File: src/rtl/icache_refill_ctrl_pkg.sv
// Shared I-cache definitions: line geometry, tag memory entry and refill FSM states.
package icache_refill_ctrl_pkg;

  localparam int unsigned ICACHE_AW        = 32;
  localparam int unsigned ICACHE_BURST_LEN = 4;
  localparam int unsigned ICACHE_LINE_OFFS = $clog2(ICACHE_BURST_LEN) + 2;
  localparam int unsigned TAG_XLEN         = ICACHE_AW - ICACHE_LINE_OFFS;

  typedef struct packed {
    logic                valid;
    logic [TAG_XLEN-1:0] tag;
  } type_icache_tag_mem_s;

  typedef enum logic [2:0] {
    ST_IDLE,
    ST_LOOKUP,
    ST_REFILL_REQ,
    ST_REFILL_DATA,
    ST_TAG_WRITE,
    ST_DONE
  } type_icache_refill_state_e;

endpackage

File: src/rtl/icache_refill_ctrl.sv
// I-cache lookup/refill controller: tag lookup against the tag FIFO, line burst
// into the data RAM victim way, tag install and fetch acknowledge.
module icache_refill_ctrl
  import icache_refill_ctrl_pkg::*;
#(
  parameter int unsigned DP        = 4,
  parameter int unsigned BURST_LEN = ICACHE_BURST_LEN,
  parameter int unsigned AW        = ICACHE_AW
) (
  input  logic                                       clk,
  input  logic                                       reset,
  input  logic                                       flush,
  input  logic                                       cpu_req,
  input  logic [AW-1:0]                              cpu_addr,
  output logic                                       cpu_ack,
  output logic                                       cpu_err,
  output logic [$clog2(DP)-1:0]                      cpu_hindex,
  output logic [TAG_XLEN-1:0]                        tag_cmp_data,
  input  logic [DP-1:0]                              tag_hit,
  input  logic [$clog2(DP)-1:0]                      tag_wptr,
  output logic                                       tag_wr,
  output type_icache_tag_mem_s                       tag_wdata,
  output logic                                       mem_req,
  output logic [AW-1:0]                              mem_addr,
  input  logic                                       mem_gnt,
  input  logic                                       mem_rvalid,
  input  logic [31:0]                                mem_rdata,
  input  logic                                       mem_err,
  output logic                                       dram_wr,
  output logic [$clog2(DP)+$clog2(BURST_LEN)-1:0]    dram_waddr,
  output logic [31:0]                                dram_wdata
);

  localparam int unsigned IW   = $clog2(DP);
  localparam int unsigned BW   = $clog2(BURST_LEN);
  localparam int unsigned OFFS = BW + 2;

  type_icache_refill_state_e state_q, state_d;

  logic [AW-1:0]         addr_q, addr_d;
  logic [IW-1:0]         victim_q, victim_d;
  logic [BW-1:0]         beat_q, beat_d;
  logic                  err_flag_q, err_d;
  logic                  flush_pend_q, pend_d;
  logic [IW-1:0]         hit_idx;
  logic [TAG_XLEN-1:0]   cur_tag;
  logic [AW-1:0]         line_addr;

  logic                  cpu_ack_d, cpu_err_d, tag_wr_d, mem_req_d, dram_wr_d;
  logic [IW-1:0]         cpu_hindex_d;
  type_icache_tag_mem_s  tag_wdata_d;
  logic [AW-1:0]         mem_addr_d;
  logic [IW+BW-1:0]      dram_waddr_d;
  logic [31:0]           dram_wdata_d;

  assign cur_tag      = TAG_XLEN'(addr_q >> OFFS);
  assign line_addr    = {addr_q[AW-1:OFFS], {OFFS{1'b0}}};
  assign tag_cmp_data = cur_tag;

  // Highest set hit bit wins, matching the tag FIFO's own priority
  always_comb begin
    hit_idx = '0;
    for (int unsigned i = 0; i < DP; i++) begin
      if (tag_hit[i]) hit_idx = IW'(i);
    end
  end

  always_comb begin
    state_d      = state_q;
    addr_d       = addr_q;
    victim_d     = victim_q;
    beat_d       = beat_q;
    err_d        = err_flag_q;
    pend_d       = flush_pend_q;
    cpu_ack_d    = 1'b0;
    cpu_err_d    = 1'b0;
    cpu_hindex_d = '0;
    tag_wr_d     = 1'b0;
    tag_wdata_d  = '0;
    mem_req_d    = 1'b0;
    mem_addr_d   = mem_addr;
    dram_wr_d    = 1'b0;
    dram_waddr_d = '0;
    dram_wdata_d = '0;

    case (state_q)
      ST_IDLE: begin
        if (cpu_req) begin
          addr_d  = cpu_addr;
          state_d = ST_LOOKUP;
        end
      end

      // A flush this cycle invalidates the FIFO, so any hit is stale
      ST_LOOKUP: begin
        if ((|tag_hit) && !flush) begin
          cpu_ack_d    = 1'b1;
          cpu_hindex_d = hit_idx;
          state_d      = ST_DONE;
        end else begin
          victim_d   = tag_wptr;
          beat_d     = '0;
          pend_d     = 1'b0;
          mem_req_d  = 1'b1;
          mem_addr_d = line_addr;
          state_d    = ST_REFILL_REQ;
        end
      end

      ST_REFILL_REQ: begin
        pend_d = flush_pend_q | flush;
        if (mem_gnt) begin
          state_d = ST_REFILL_DATA;
        end else begin
          mem_req_d = 1'b1;
        end
      end

      // Memory cannot abort a burst: every beat is consumed even after an error
      ST_REFILL_DATA: begin
        pend_d = flush_pend_q | flush;
        if (mem_rvalid) begin
          if (mem_err) begin
            err_d = 1'b1;
          end else if (!err_flag_q) begin
            dram_wr_d    = 1'b1;
            dram_waddr_d = {victim_q, beat_q};
            dram_wdata_d = mem_rdata;
          end
          beat_d = beat_q + BW'(1);
          if (beat_q == BW'(BURST_LEN - 1)) state_d = ST_TAG_WRITE;
        end
      end

      // After a flush the line is refetched, so stale burst errors are dropped
      ST_TAG_WRITE: begin
        if (flush_pend_q || flush) begin
          pend_d  = 1'b0;
          err_d   = 1'b0;
          state_d = ST_LOOKUP;
        end else begin
          if (!err_flag_q) begin
            tag_wr_d    = 1'b1;
            tag_wdata_d = '{valid: 1'b1, tag: cur_tag};
          end
          cpu_ack_d    = 1'b1;
          cpu_err_d    = err_flag_q;
          cpu_hindex_d = victim_q;
          state_d      = ST_DONE;
        end
      end

      ST_DONE: begin
        err_d   = 1'b0;
        state_d = ST_IDLE;
      end

      default: state_d = ST_IDLE;
    endcase
  end

  always_ff @(posedge clk or posedge reset) begin
    if (reset) begin
      state_q      <= ST_IDLE;
      addr_q       <= '0;
      victim_q     <= '0;
      beat_q       <= '0;
      err_flag_q   <= 1'b0;
      flush_pend_q <= 1'b0;
      cpu_ack      <= 1'b0;
      cpu_err      <= 1'b0;
      cpu_hindex   <= '0;
      tag_wr       <= 1'b0;
      tag_wdata    <= '0;
      mem_req      <= 1'b0;
      mem_addr     <= '0;
      dram_wr      <= 1'b0;
      dram_waddr   <= '0;
      dram_wdata   <= '0;
    end else begin
      state_q      <= state_d;
      addr_q       <= addr_d;
      victim_q     <= victim_d;
      beat_q       <= beat_d;
      err_flag_q   <= err_d;
      flush_pend_q <= pend_d;
      cpu_ack      <= cpu_ack_d;
      cpu_err      <= cpu_err_d;
      cpu_hindex   <= cpu_hindex_d;
      tag_wr       <= tag_wr_d;
      tag_wdata    <= tag_wdata_d;
      mem_req      <= mem_req_d;
      mem_addr     <= mem_addr_d;
      dram_wr      <= dram_wr_d;
      dram_waddr   <= dram_waddr_d;
      dram_wdata   <= dram_wdata_d;
    end
  end

endmodule

File: config.mk
export PLATFORM = sky130hd
export DESIGN_NAME = icache_refill_ctrl
export DESIGN_NICKNAME = d
export VERILOG_FILES = /design/src/rtl/icache_refill_ctrl_pkg.sv /design/src/rtl/icache_refill_ctrl.sv
export SDC_FILE = /design/constraint.sdc
export NUM_CORES = 1
export LEC_CHECK = 0
export ABC_CLOCK_PERIOD_IN_PS = 4300
export CORE_ASPECT_RATIO = 0.6
export CORE_UTILIZATION = 39
export DETAILED_ROUTE_END_ITERATION = 6
export HOLD_SLACK_MARGIN = 0.06
export PLACE_DENSITY = 0.78
export SLEW_MARGIN = 5
export SYNTH_ARGS = -nofsm -noshare
export SYNTH_HDL_FRONTEND = slang
export SYNTH_SLANG_ARGS = --single-unit
File: constraint.sdc
create_clock -name clk -period 4.3 [get_ports clk]
set_input_delay 0.645 -clock clk [delete_from_list [all_inputs] [get_ports clk]]
set_output_delay 0.645 -clock clk [all_outputs]
set_load 0.05 [all_outputs]
==> results.md <==
- Outcome: complete, no violations
- Tcrit/Tclk final: 0.553
- Top-count cell post-synth: dfrtp_1
- Num CTS Buffers: 17
- Postcts setup bufs: 0
- Die H: 90.4 um
- Crit-path max cell delay: 0.46 ns
- Share of cells above drive strength 1: 0.180
- Fill count: 940
- Post-CTS resize count: 0
- Synth Area in Compound Gates: 0.0310
- First-pass GRT wire length: 19200 um
- Xor and xnor area share after synthesis: 0
- TritonCTS Sinks: 136
- CTS Hold Buffers Added: 0
- ANT cells: 0
- Post-synth top area share: 0.670
- Root Buffer: clkbuf_16
- Synth Flop Type: dfrtp_1
- Post-synthesis instance total: 331
- # rows: 31
- Final Hold Vio Count: 0
- Clock skew: 0.0119 ns
- Num ports: 209
- Final core utilization: 0.627
- CP cell instances: clkdlybuf4s50_1, nor4_4, o21a_1, buf_4, mux2_2
- Dpl cell area: 0.00716 mm^2
- Placed cells: 683
- Critical Path Fanout Max: 20
- Via density: 4.61
- Post-synthesis async set-or-reset flop share: 1.00
- Fin nets: 615
- Min Hold Slack: 0.504 ns
- PD cells: 723 mW/mm^2
- Setup TNS: 0 ns
- Synth cell types: 41
- Worst vdd ir: 468 uV
- Initial core utilization: 0.411
- Yosys warnings: 0
- Initial DRC Count: 111
- R2r setup slk: 2.17 ns
- Max-slew violations: 0
- Post-route cell area: 0.00775 mm^2
- Fin cells: 714
- #FFs+latches synth: 136
- Minimum clock period: 2.38 ns
- Grt total ovfl: 0
- Upper clock frequency limit: 420 MHz
- Main combinational cell family by area after synthesis: multiplexers
- Synth area leaders: dfrtp_1, mux2_2, and2_1
- Post-detail-place hpwl: 8350 um
- Mux share of post-synthesis cell area: 0.141
- Via Count: 3288
- Total of max-cap violations: 0
- Pin count of the biggest net entering global routing: 88
- Final GP Congestion: 0.758
- Worst path slowest cell: clkdlybuf4s50_1
- Sequential cell area fraction in the yosys report: 0.670
- Drt wl/cell: 16.6 um
- Worst-margin pin slew: 0.989 ns
- Yosys top cell by area: dfrtp_1
- Total Wirelength: 11900 um
- Crit path kind: input port to flop
- Die width: 149 um
- DRC: 0
- RSZ-0062 raised after global routing: no
- Post-route antenna net violation count: 0
- Pleak: 0.00348 uW
- Netlist Area Pre-Place: 0.00508 mm^2
- Htree depth: 4
- Antenna violations before repair: 0
- Crit end category: flop
- Endpoints failing setup: 0
- Port Buf Inserts: 200
- Syn avg cell area: 15.4 um^2
- Synth top cells by count: dfrtp_1, and2_1, mux2_2, mux2_4, nor2_1
- Die area: 0.0135 mm^2
- Post-synthesis adder-cell area fraction: 0.00246
- Area growth syn-to-layout: 52.6%
- EDFF count, synth: 0
- DR pass1 iterations: 5
- Core footprint: 0.0124 mm^2
- Area of the multi-input gates: 0.00149 mm^2
- Post-Synth Simple-Gate Area: 0.115
- Vias in the first global route: 3584
- Clock Pin Slew Worst Setup and Hold Paths: 0.06 ns
- Reg area: 0.00340 mm^2
- Critical Path Source Type: input port
- Clock latency on the worst-skew pair: 0.40 ns
- Total Routing Usage GR: 0.188
- Worst slew margin: 0.338
- TritonCTS clock tree: built
- CP arrival: 2.66 ns
- Worst Path Required: 4.58 ns
- Maximum clock insertion buffer count: 2
- Worst min path class: flop to flop
path summary, 6_finish.rpt:
check | start | cells after the start | to
setup / recovery | tag_hit[1] | 5 | mem_addr[29]$_DFFE_PP0P_
hold / removal | mem_addr[31]$_DFFE_PP0P_ | 1 | mem_addr[31]$_DFFE_PP0P_
setup reg to reg | state_q[0]$_DFFE_PP0P_ | 4 | mem_addr[29]$_DFFE_PP0P_
hold reg to reg | mem_addr[31]$_DFFE_PP0P_ | 1 | mem_addr[31]$_DFFE_PP0P_
max in group asynchronous | reset | 3 | cpu_ack$_DFF_PP0_
min in group asynchronous | reset | 2 | dram_wdata[19]$_DFF_PP0_
final cells by class:
cell class | count | area share
Clock inverter | 12 | 0.0197
Tap cell | 165 | 0.0266
Sequential cell | 136 | 0.439
Clock buffer | 19 | 0.0571
Multi-Input combinational cell | 173 | 0.192
Timing Repair Buffer | 205 | 0.263
Inverter | 4 | 0.00258
layer usage:
metal,share of wire,vias to the layer above,track usage
li1,-,1518,-
met5,0,-,0
met3,0.11,14,0.102
met2,0.46,151,0.291
met1,0.42,1605,0.225
met4,0.0086,0,0.0510
critical path: cells and delay by family:
kind | cells | cell delay, ns
AOI/OAI and AO/OA | 1 | 0.28
buffers and inverters | 2 | 0.86
muxes | 1 | 0.38
and+or+nand+nor | 1 | 0.46
power by group:
group	leakage, uW	internal, uW	switching, uW
registers	0.00178	1600	283
clock network	0.000281	922	531
logic	0.00143	887	1380
flip-flops by register name, indices dropped and copies added, names as in the netlist:
name,count
mem_addr,28
err_flag_q,1
mem_req,1
cpu_hindex,2
cpu_err,1
dram_wr,1
addr_q,28
flush_pend_q,1
state_q,3
dram_wdata,32
tag_wdata,29
victim_q,2
cpu_ack,1
beat_q,2
dram_waddr,4
cell families after synthesis:
kind of cell               Yosys count
AOI/OAI and AO/OA                   22
adders and majority gates            1
other                                1
and+or+nand+nor                     88
buffers and inverters               25
muxes                               58
DFF                                136
layout by cell type, fill, tap and decap left out, drive strengths merged, types with 2 or more instances in the layout:
master         synthesis  final
a21o                   3      3
a21oi                  3      3
and2                  64     64
and4b                  2      2
buf                   16      5
bufinv                 0      3
clkbuf                 5     19
clkdlybuf4s50          0    200
clkinv                 0      5
clkinvlp               0      4
conb                   1      4
dfrtp                136    136
inv                    4      4
mux2                  58     58
nand2                  4      4
nand2b                 2      2
nor2                   7      7
o21ai                  6      6
stage by stage:
step | total power, uW | setup slack [ns]
after floorplan | 3400 | 0.0155
after global placement | 4130 | 1.58
after detailed placement | 4180 | 1.52
after CTS | 5660 | 1.94
after global routing | 5860 | 1.75
final | 5600 | 1.92
(Power assumes the default switching activity.)
